### config.mk
export PLATFORM = sky130hd
export DESIGN_NAME = lut_logic_engine
export DESIGN_NICKNAME = d
export VERILOG_FILES = /design/src/rtl/lut_logic_engine_pkg.sv /design/src/rtl/lut_logic_engine_bank.sv /design/src/rtl/lut_logic_engine.sv
export SDC_FILE = /design/constraint.sdc
export NUM_CORES = 1
export LEC_CHECK = 0
export BUFFER_PORTS_ARGS = -buffer_cell sky130_fd_sc_hd__clkbuf_2
export CAP_MARGIN = 20
export CORE_ASPECT_RATIO = 1.5
export CORE_MARGIN = 2
export CORE_UTILIZATION = 30
export DETAILED_ROUTE_END_ITERATION = 8
export GPL_TIMING_DRIVEN = 0
export SYNTH_ARGS = -nofsm -noshare
export SYNTH_HDL_FRONTEND = slang
export SYNTH_HIERARCHICAL = 1
export SYNTH_SLANG_ARGS = --single-unit
### constraint.sdc
create_clock -name clk -period 2.45 [get_ports clk]
set_input_delay 0.245 -clock clk [delete_from_list [all_inputs] [get_ports clk]]
set_output_delay 0.245 -clock clk [all_outputs]
set_load 0.02 [all_outputs]
### src/rtl/lut_logic_engine_pkg.sv
// Shared types and sizing helpers for the programmable LUT logic engine.
package logic_engine_pkg;

  typedef enum logic {
    IDLE  = 1'b0,
    SWEEP = 1'b1
  } state_e;

  // Truth-table depth for n inputs.
  function automatic int depth(input int n_in);
    return 1 << n_in;
  endfunction

  // Select width for n outputs; never narrower than one bit.
  function automatic int sel_w(input int n_out);
    return (n_out > 1) ? $clog2(n_out) : 1;
  endfunction

endpackage

### src/rtl/lut_logic_engine_bank.sv
// Table storage: N_OUT truth tables with one write port and a combinational read.
module lut_bank
  import logic_engine_pkg::*;
#(
  parameter int N_IN  = 4,
  parameter int N_OUT = 3
) (
  input  logic                     clk,
  input  logic                     rst,
  input  logic                     we,
  input  logic [sel_w(N_OUT)-1:0]  sel,
  input  logic [depth(N_IN)-1:0]   data,
  input  logic [N_IN-1:0]          idx,
  output logic [N_OUT-1:0]         rd
);

  localparam int SW    = sel_w(N_OUT);
  localparam int DEPTH = depth(N_IN);

  logic [N_OUT-1:0][DEPTH-1:0] tbl_q;

  // A select beyond the last table matches no entry and the write is dropped.
  always_ff @(posedge clk) begin
    if (rst) begin
      tbl_q <= '0;
    end else if (we) begin
      for (int j = 0; j < N_OUT; j++) begin
        if (sel == SW'(j)) tbl_q[j] <= data;
      end
    end
  end

  always_comb begin
    rd = '0;
    for (int j = 0; j < N_OUT; j++) rd[j] = tbl_q[j][idx];
  end

endmodule

### src/rtl/lut_logic_engine.sv
// Programmable N_OUT x N_IN logic-function engine with single evaluation and
// an exhaustive sweep mode; one-cycle registered result latency.
module lut_logic_engine
  import logic_engine_pkg::*;
#(
  parameter int N_IN  = 4,
  parameter int N_OUT = 3
) (
  input  logic                     clk,
  input  logic                     rst,
  input  logic                     cfg_valid,
  output logic                     cfg_ready,
  input  logic [sel_w(N_OUT)-1:0]  cfg_sel,
  input  logic [depth(N_IN)-1:0]   cfg_table,
  input  logic                     in_valid,
  input  logic [N_IN-1:0]          in_x,
  input  logic                     sweep_start,
  output logic                     sweep_busy,
  output logic                     sweep_done,
  output logic                     out_valid,
  output logic [N_IN-1:0]          out_x,
  output logic [N_OUT-1:0]         out_y
);

  localparam logic [N_IN-1:0] LAST = '1;

  state_e            state_q, state_d;
  logic [N_IN-1:0]   cnt_q, cnt_d, eval_idx;
  logic              eval_en, last_hit;
  logic [N_OUT-1:0]  rd_y;
  logic              out_valid_q, sweep_done_q;
  logic [N_IN-1:0]   out_x_q;
  logic [N_OUT-1:0]  out_y_q;

  assign last_hit = (state_q == SWEEP) && (cnt_q == LAST);

  always_ff @(posedge clk) begin
    if (rst) begin
      state_q <= IDLE;
      cnt_q   <= '0;
    end else begin
      state_q <= state_d;
      cnt_q   <= cnt_d;
    end
  end

  always_comb begin
    state_d = state_q;
    case (state_q)
      IDLE:    if (sweep_start) state_d = SWEEP;
      SWEEP:   if (cnt_q == LAST) state_d = IDLE;
      default: state_d = IDLE;
    endcase
  end

  // sweep_start wins over in_valid; in SWEEP all requests are dropped.
  always_comb begin
    eval_en   = 1'b0;
    eval_idx  = in_x;
    cnt_d     = cnt_q;
    cfg_ready = 1'b1;
    case (state_q)
      IDLE: begin
        if (sweep_start) begin
          eval_en  = 1'b1;
          eval_idx = '0;
          cnt_d    = N_IN'(1);
        end else if (in_valid) begin
          eval_en  = 1'b1;
        end
      end
      SWEEP: begin
        cfg_ready = 1'b0;
        eval_en   = 1'b1;
        eval_idx  = cnt_q;
        cnt_d     = cnt_q + N_IN'(1);
      end
      default: ;
    endcase
  end

  lut_bank #(.N_IN(N_IN), .N_OUT(N_OUT)) u_bank (
    .clk  (clk),
    .rst  (rst),
    .we   (cfg_valid && cfg_ready),
    .sel  (cfg_sel),
    .data (cfg_table),
    .idx  (eval_idx),
    .rd   (rd_y)
  );

  // Bank write lands at the edge, so a same-cycle evaluation sees the old table.
  always_ff @(posedge clk) begin
    if (rst) begin
      out_valid_q  <= 1'b0;
      sweep_done_q <= 1'b0;
      out_x_q      <= '0;
      out_y_q      <= '0;
    end else begin
      out_valid_q  <= eval_en;
      sweep_done_q <= last_hit;
      if (eval_en) begin
        out_x_q <= eval_idx;
        out_y_q <= rd_y;
      end
    end
  end

  assign sweep_busy = (state_q == SWEEP);
  assign sweep_done = sweep_done_q;
  assign out_valid  = out_valid_q;
  assign out_x      = out_x_q;
  assign out_y      = out_y_q;

endmodule
-- Word-level counts from Yosys, hierarchy flattened
Cells that the tools add are included.
- flip-flop bits (word level): 62
- input bits: 27
- output and inout bits: 11
- word-level logic and storage cells: 39
- add/sub/neg operators: 1
- order comparisons: 1
- equal/unequal tests: 4
- muxes and demuxes: 17
- bitwise logic cells: 1
- reduce and logical (&&, ||, !) cells: 6
- operators by type and width (kind ; count):
    $pmux 4 s2 ; 2
    $bmux 1 s4 ; 3
    $mux 1 ; 8
    $mux 4 ; 2
    $reduce_and 2->1 ; 3
    $lt 4x5->1 const B ; 1
    $add 4x1->4 const B ; 1
    $eq 4x4->1 const B ; 1
    $pmux 1 s2 ; 2
    $eq 2x1->1 const B ; 1
    $eq 2x2->1 const B ; 1
    $logic_and 1x1->1 ; 2
    $logic_not 2->1 ; 1
    $ne 2x2->1 const B ; 1
    $not 1->1 ; 1

-- Logic depth before layout (Yosys ltp)
- depth after elaboration: 4
- depth in mapped cells: 9
- mapped depth without buffers: 7

-- Hierarchy
Netlist, hierarchy kept.
- by module, submodules not included (module ; instances ; cells an instance ; area each (um2) ; sequential area each (um2)):
    lut_bank ; 1 ; 241 ; 2078.2 ; 960.9
    lut_logic_engine ; 1 ; 62 ; 648.1 ; 280.3

-- Least setup slack after synthesis
OpenSTA, ideal clock, no wires.
- path type: reg2reg
- start point: register state_q, in the netlist sweep_busy
- end point: register out_y_q[2], in the netlist out_y[2]
- setup time: 0.129 ns
- arrival time: 2.119 ns
- data required time: 2.321 ns
- path slack: 0.202 ns
- cell stages (with the launch flop): 10
- buffers on the path: 3
- clock period less this slack: 2.248 ns
- cell sequence: dfxtp_1 > buf_6 > buf_8 > a22o_1 > buf_6 > mux4_2 > a22oi_2 > nand3_1 > mux2i_1 > nor2_1
- word-level cells in the longest chain between the ends: 4
- elaborated cells between the ends (all ways): 5
- classes of those cells: 4 x mux; 1 x bitwise
- ends and longest elaborated chain (item ; line ; source):
    start, declared ; lut_logic_engine.sv:27 ; state_e state_q, state_d;
    start signal, assigned ; lut_logic_engine.sv:42 ; state_q <= state_d;
    $not 1->1 ; - ;
    $pmux 4 s2 * ; lut_logic_engine.sv:62 ; case (state_q)
    named net eval_idx[0] ; lut_logic_engine.sv:28 ; logic [N_IN-1:0] cnt_q, cnt_d, eval_idx;
    $bmux 1 s4 * ; lut_logic_engine_bank.sv:35 ; for (int j = 0; j < N_OUT; j++) rd[j] = tbl_q[j][idx];
    $mux 1 (not written as such) * ; lut_logic_engine_bank.sv:35 ;
    named net rd_y[2] ; lut_logic_engine.sv:30 ; logic [N_OUT-1:0] rd_y;
    end signal, assigned ; lut_logic_engine.sv:104 ; out_y_q <= rd_y;
    end, declared ; lut_logic_engine.sv:33 ; logic [N_OUT-1:0] out_y_q;
The timed path passes the listed nets; every way through them passes the cells marked *. The select of a mux whose other input is x is not followed.
A chain may end at the register's enable or synchronous reset.

-- Worst setup path in the final report
- start point: register state_q, in the netlist sweep_busy
- end point: register out_y_q[1], in the netlist out_y[1]
The elaborated chain is that of the path after synthesis.

==> flow_summary_export.csv <==
group,metric,value,unit
outcome,status,"complete, no violations",
critical_path,worstSetupPathType,"flip-flop to flip-flop",
placement,io_buffers,37,
global_routing,antenna_found_initial,0,
sta,worst_pin_slew,0.556,ns
layout,area_growth,24.5,%
layout,fillers,913,
die,die_h,121,µm
global_routing,use_met2,24.7,%
pwr,comb_power_share,8.5,%
synthesis,synth_fp_nets,331,
synthesis,yosysMostFrequentCell,"nand2_1",
synthesis,synth_xor_xnor_area_share,0,%
critical_path,cp_top_family,"multiplexers",
synthesis,ys_seq_area_share,45.5,%
layout,finish.instance_area,3390,µm²
drt,ant_nets,0,
die,rows,42,
drt,drt-pass1-iter-count,5,
synthesis,yosys.area_share.simple,22.1,%
sta,fin_worst_skew,0.00460,ns
clock_network,cts_max_level,3,
pwr,p_sw_share,21.8,%
drt,wl_per_cell,15.1,µm
synthesis,synthFlopType,"dfxtp_1",
synthesis,ys_types,34,
critical_path,cp_data_required_time,2.65,ns
sta,setup_violations,0,
clock_network,clock_path_buffers,2,
critical_path,cp_slowest_cell,"mux4_2",
critical_path,slowest_delay,0.56,ns
clock_network,cts.hold.buffers_added,0,
synthesis,syn_avg_cell_area,9.00,µm²
layout,multi_input_area,1380,µm²
drt,drc,0,
placement,hpwl,5.18,mm
pwr,p_sw,587,µW
drt,drtIter0Drc,122,
sta,rsz0062_at_grt,"no",
placement,place.gp.congestion,0.773,
placement,post-place-ws,-0.0792,ns
die,die_width,81.8,µm
worst_hold_path,hp-class,"primary input to flip-flop",
critical_path,reg2reg_slack,0.19,ns
critical_path,path_buf_inv,3,
synthesis,synth_top_cell_area_share,45.5,%
layout,antennaDiodeCount,0,
drt,drt_wl_total,7.05,mm
run,cap_viol_max_count,0,
synthesis,async_flop_share,0,%
global_routing,grt_pass1_vias,2233,
synthesis,netlist_instances,303,
sta,drv_slew,0,
drt,vias,2340,
critical_path,critPathMostFrequentCell,"buf_6",
sta,setup_slack,0.192,ns
global_routing,grt_pass1_wl,11.2,mm
pwr,clockPowerShare,52.1,%
global_routing,track_usage,15.3,%
global_routing,grt_util_met3,3.43,%
synthesis,synth_area,2730,µm²
critical_path,path_cells,"buf_6 > buf_8 > a22o_2 > buf_6 > mux4_2 > a22oi_1 > nand3_1 > mux2i_1 > nor2_1",
global_routing,grt_use_met1,18.5,%
pwr,powerDensity,793,nW/µm²
synthesis,synth_edf_count,0,
sta,tns,0,ns
pwr,power.internal,2100,µW
pwr,seq_power_share,39.4,%
pwr,p_total,2690,µW
sta,fin_crit,2.26,ns
synthesis,synth_compound_area_share,14.0,%
clock_network,clock_sinks,62,
synthesis,synthTopCellsByCount,"nand2_1 (99), dfxtp_1 (62), a21oi_1 (50), nor2_1 (10)",
critical_path,arrival,2.46,ns
clock_network,insertion_delay,0.32,ns
die,core,8830,µm²
clock_network,cts_made_buffers,9,
clock_network,cts_tree,"built",
synthesis,synth_top_family_by_area,"simple AND/OR/NAND/NOR gates",
global_routing,grt_max_degree,11,
critical_path,crit_path_end_kind,"flip-flop",
layout,drive_gt1_share,21.9,%
clock_network,path_clk_slew,0.05,ns
synthesis,synth_fa_ha_area_share,0.459,%
global_routing,top_usage_layer,"met2",
sta,maxSlewHeadroom,62.9,%
sta,hold_viol_final,0,
synthesis,yosysWarningCount,6,
sta,max_freq,443,MHz
pwr,max-vdd-ir-drop,0.000562,V
pwr,leakage,0.00132,µW
layout,fin_nets,379,
clock_network,clock-root-buffer,"clkbuf_16",
sta,timing.hold.ws,0.194,ns
die,ios,38,
die,dieArea,9880,µm²
global_routing,grt_overflow,0,
drt,vias_per_cell,5.02,
die,start_util,30.9,%
synthesis,ys_ff_latch,62,
placement,place_area,3050,µm²
sta,finalCritPeriodShare,92.2,%
synthesis,muxShareOfSynthArea,13.8,%
layout,regArea,1240,µm²
critical_path,start_kind,"flip-flop",
synthesis,ys_top_cells_by_area,"dfxtp_1 (46%), nand2_1 (14%), a21oi_1 (9.2%)",
synthesis,yosys.area.top_type,"dfxtp_1",
critical_path,path_max_fanout,10,
[worst paths after layout]
check                                     start                             to  cells past startpoint
hold reg to reg   u_bank/tbl_q[40]$_SDFFE_PP0P_  u_bank/tbl_q[40]$_SDFFE_PP0P_                      2
hold / removal                     cfg_table[8]  u_bank/tbl_q[40]$_SDFFE_PP0P_                      3
setup reg to reg          sweep_busy$_SDFF_PP0_          out_y[1]$_SDFFE_PP0P_                      9
setup / recovery          sweep_busy$_SDFF_PP0_          out_y[1]$_SDFFE_PP0P_                      9
[through the flow]
step / utilization [%] / std cells
CTS: 38.4 / 466
global route: 38.4 / 466
finish: 38.4 / 466
detailed placement: 34.5 / 450
global placement: 34.5 / 450
floorplan: - / 303
[sequential cells by signal (all words and copies together) (netlist names)]
name,flops
sweep_done,1
out_y,3
u_bank/tbl_q,48
out_valid,1
cnt_q,4
sweep_busy,1
out_x,4
[worst reg2reg max path, delay by kind of cell (launching register included)]
family	cells	cell delay [ns]
AND/OR/NAND/NOR	2	0.15
buffers and inverters	3	0.52
AO/OA/AOI/OAI	2	0.37
flip-flops	1	0.41
multiplexers	2	0.68
[repair_timing]
action	in CTS	in global routing
setup buffers	0	0
setup endpoints to repair	3	3
resized for setup	1	3
cloned	0	0
[metal layers]
layer,up-vias,routed length [µm]
li1,1150,-
met1,1094,3030
met2,79,3480
met3,17,327
met4,0,213
met5,-,0
[area by class of cell]
class,count,area share (%)
clock buffer,13,7.96
timing repair buffer,37,5.46
inverter,1,0.111
clock inverter,3,1.92
tap,110,4.06
buffer,19,3.21
multi-input combinational,221,40.7
sequential,62,36.6
[placed cells by master, fill, tap and decap left out, types with 2 or more instances in the layout]
cell type,n
a21oi_1,50
a22o_1,3
a22oi_1,6
and3b_1,2
buf_2,6
buf_6,2
bufinv_16,2
clkbuf_1,8
clkbuf_16,9
clkbuf_2,40
clkbuf_8,3
dfxtp_1,61
mux2_1,4
mux2i_1,3
mux4_1,8
mux4_2,4
nand2_1,99
nand3_1,7
nand3b_1,2
nor2_1,10
nor2b_1,5
nor3_1,3
o21ai_1,2
[power groups by stage]
stage               Clock, µW  Combinational [µW]  Sequential (µW)
finish                   1400                 229             1060
global route             1470                 251             1060
CTS                      1420                 229             1060
detailed placement          0                 227             1080
global placement            0                 225             1080
floorplan                   0                 136             1080
[logic make-up after synthesis]
family                     Yosys count
and+or+nand+nor                    135
AOI/OAI and AO/OA                   66
DFF                                 62
buffers and inverters               20
muxes                               19
adders and majority gates            1
Note: power is estimated with default switching activity, not from simulation.
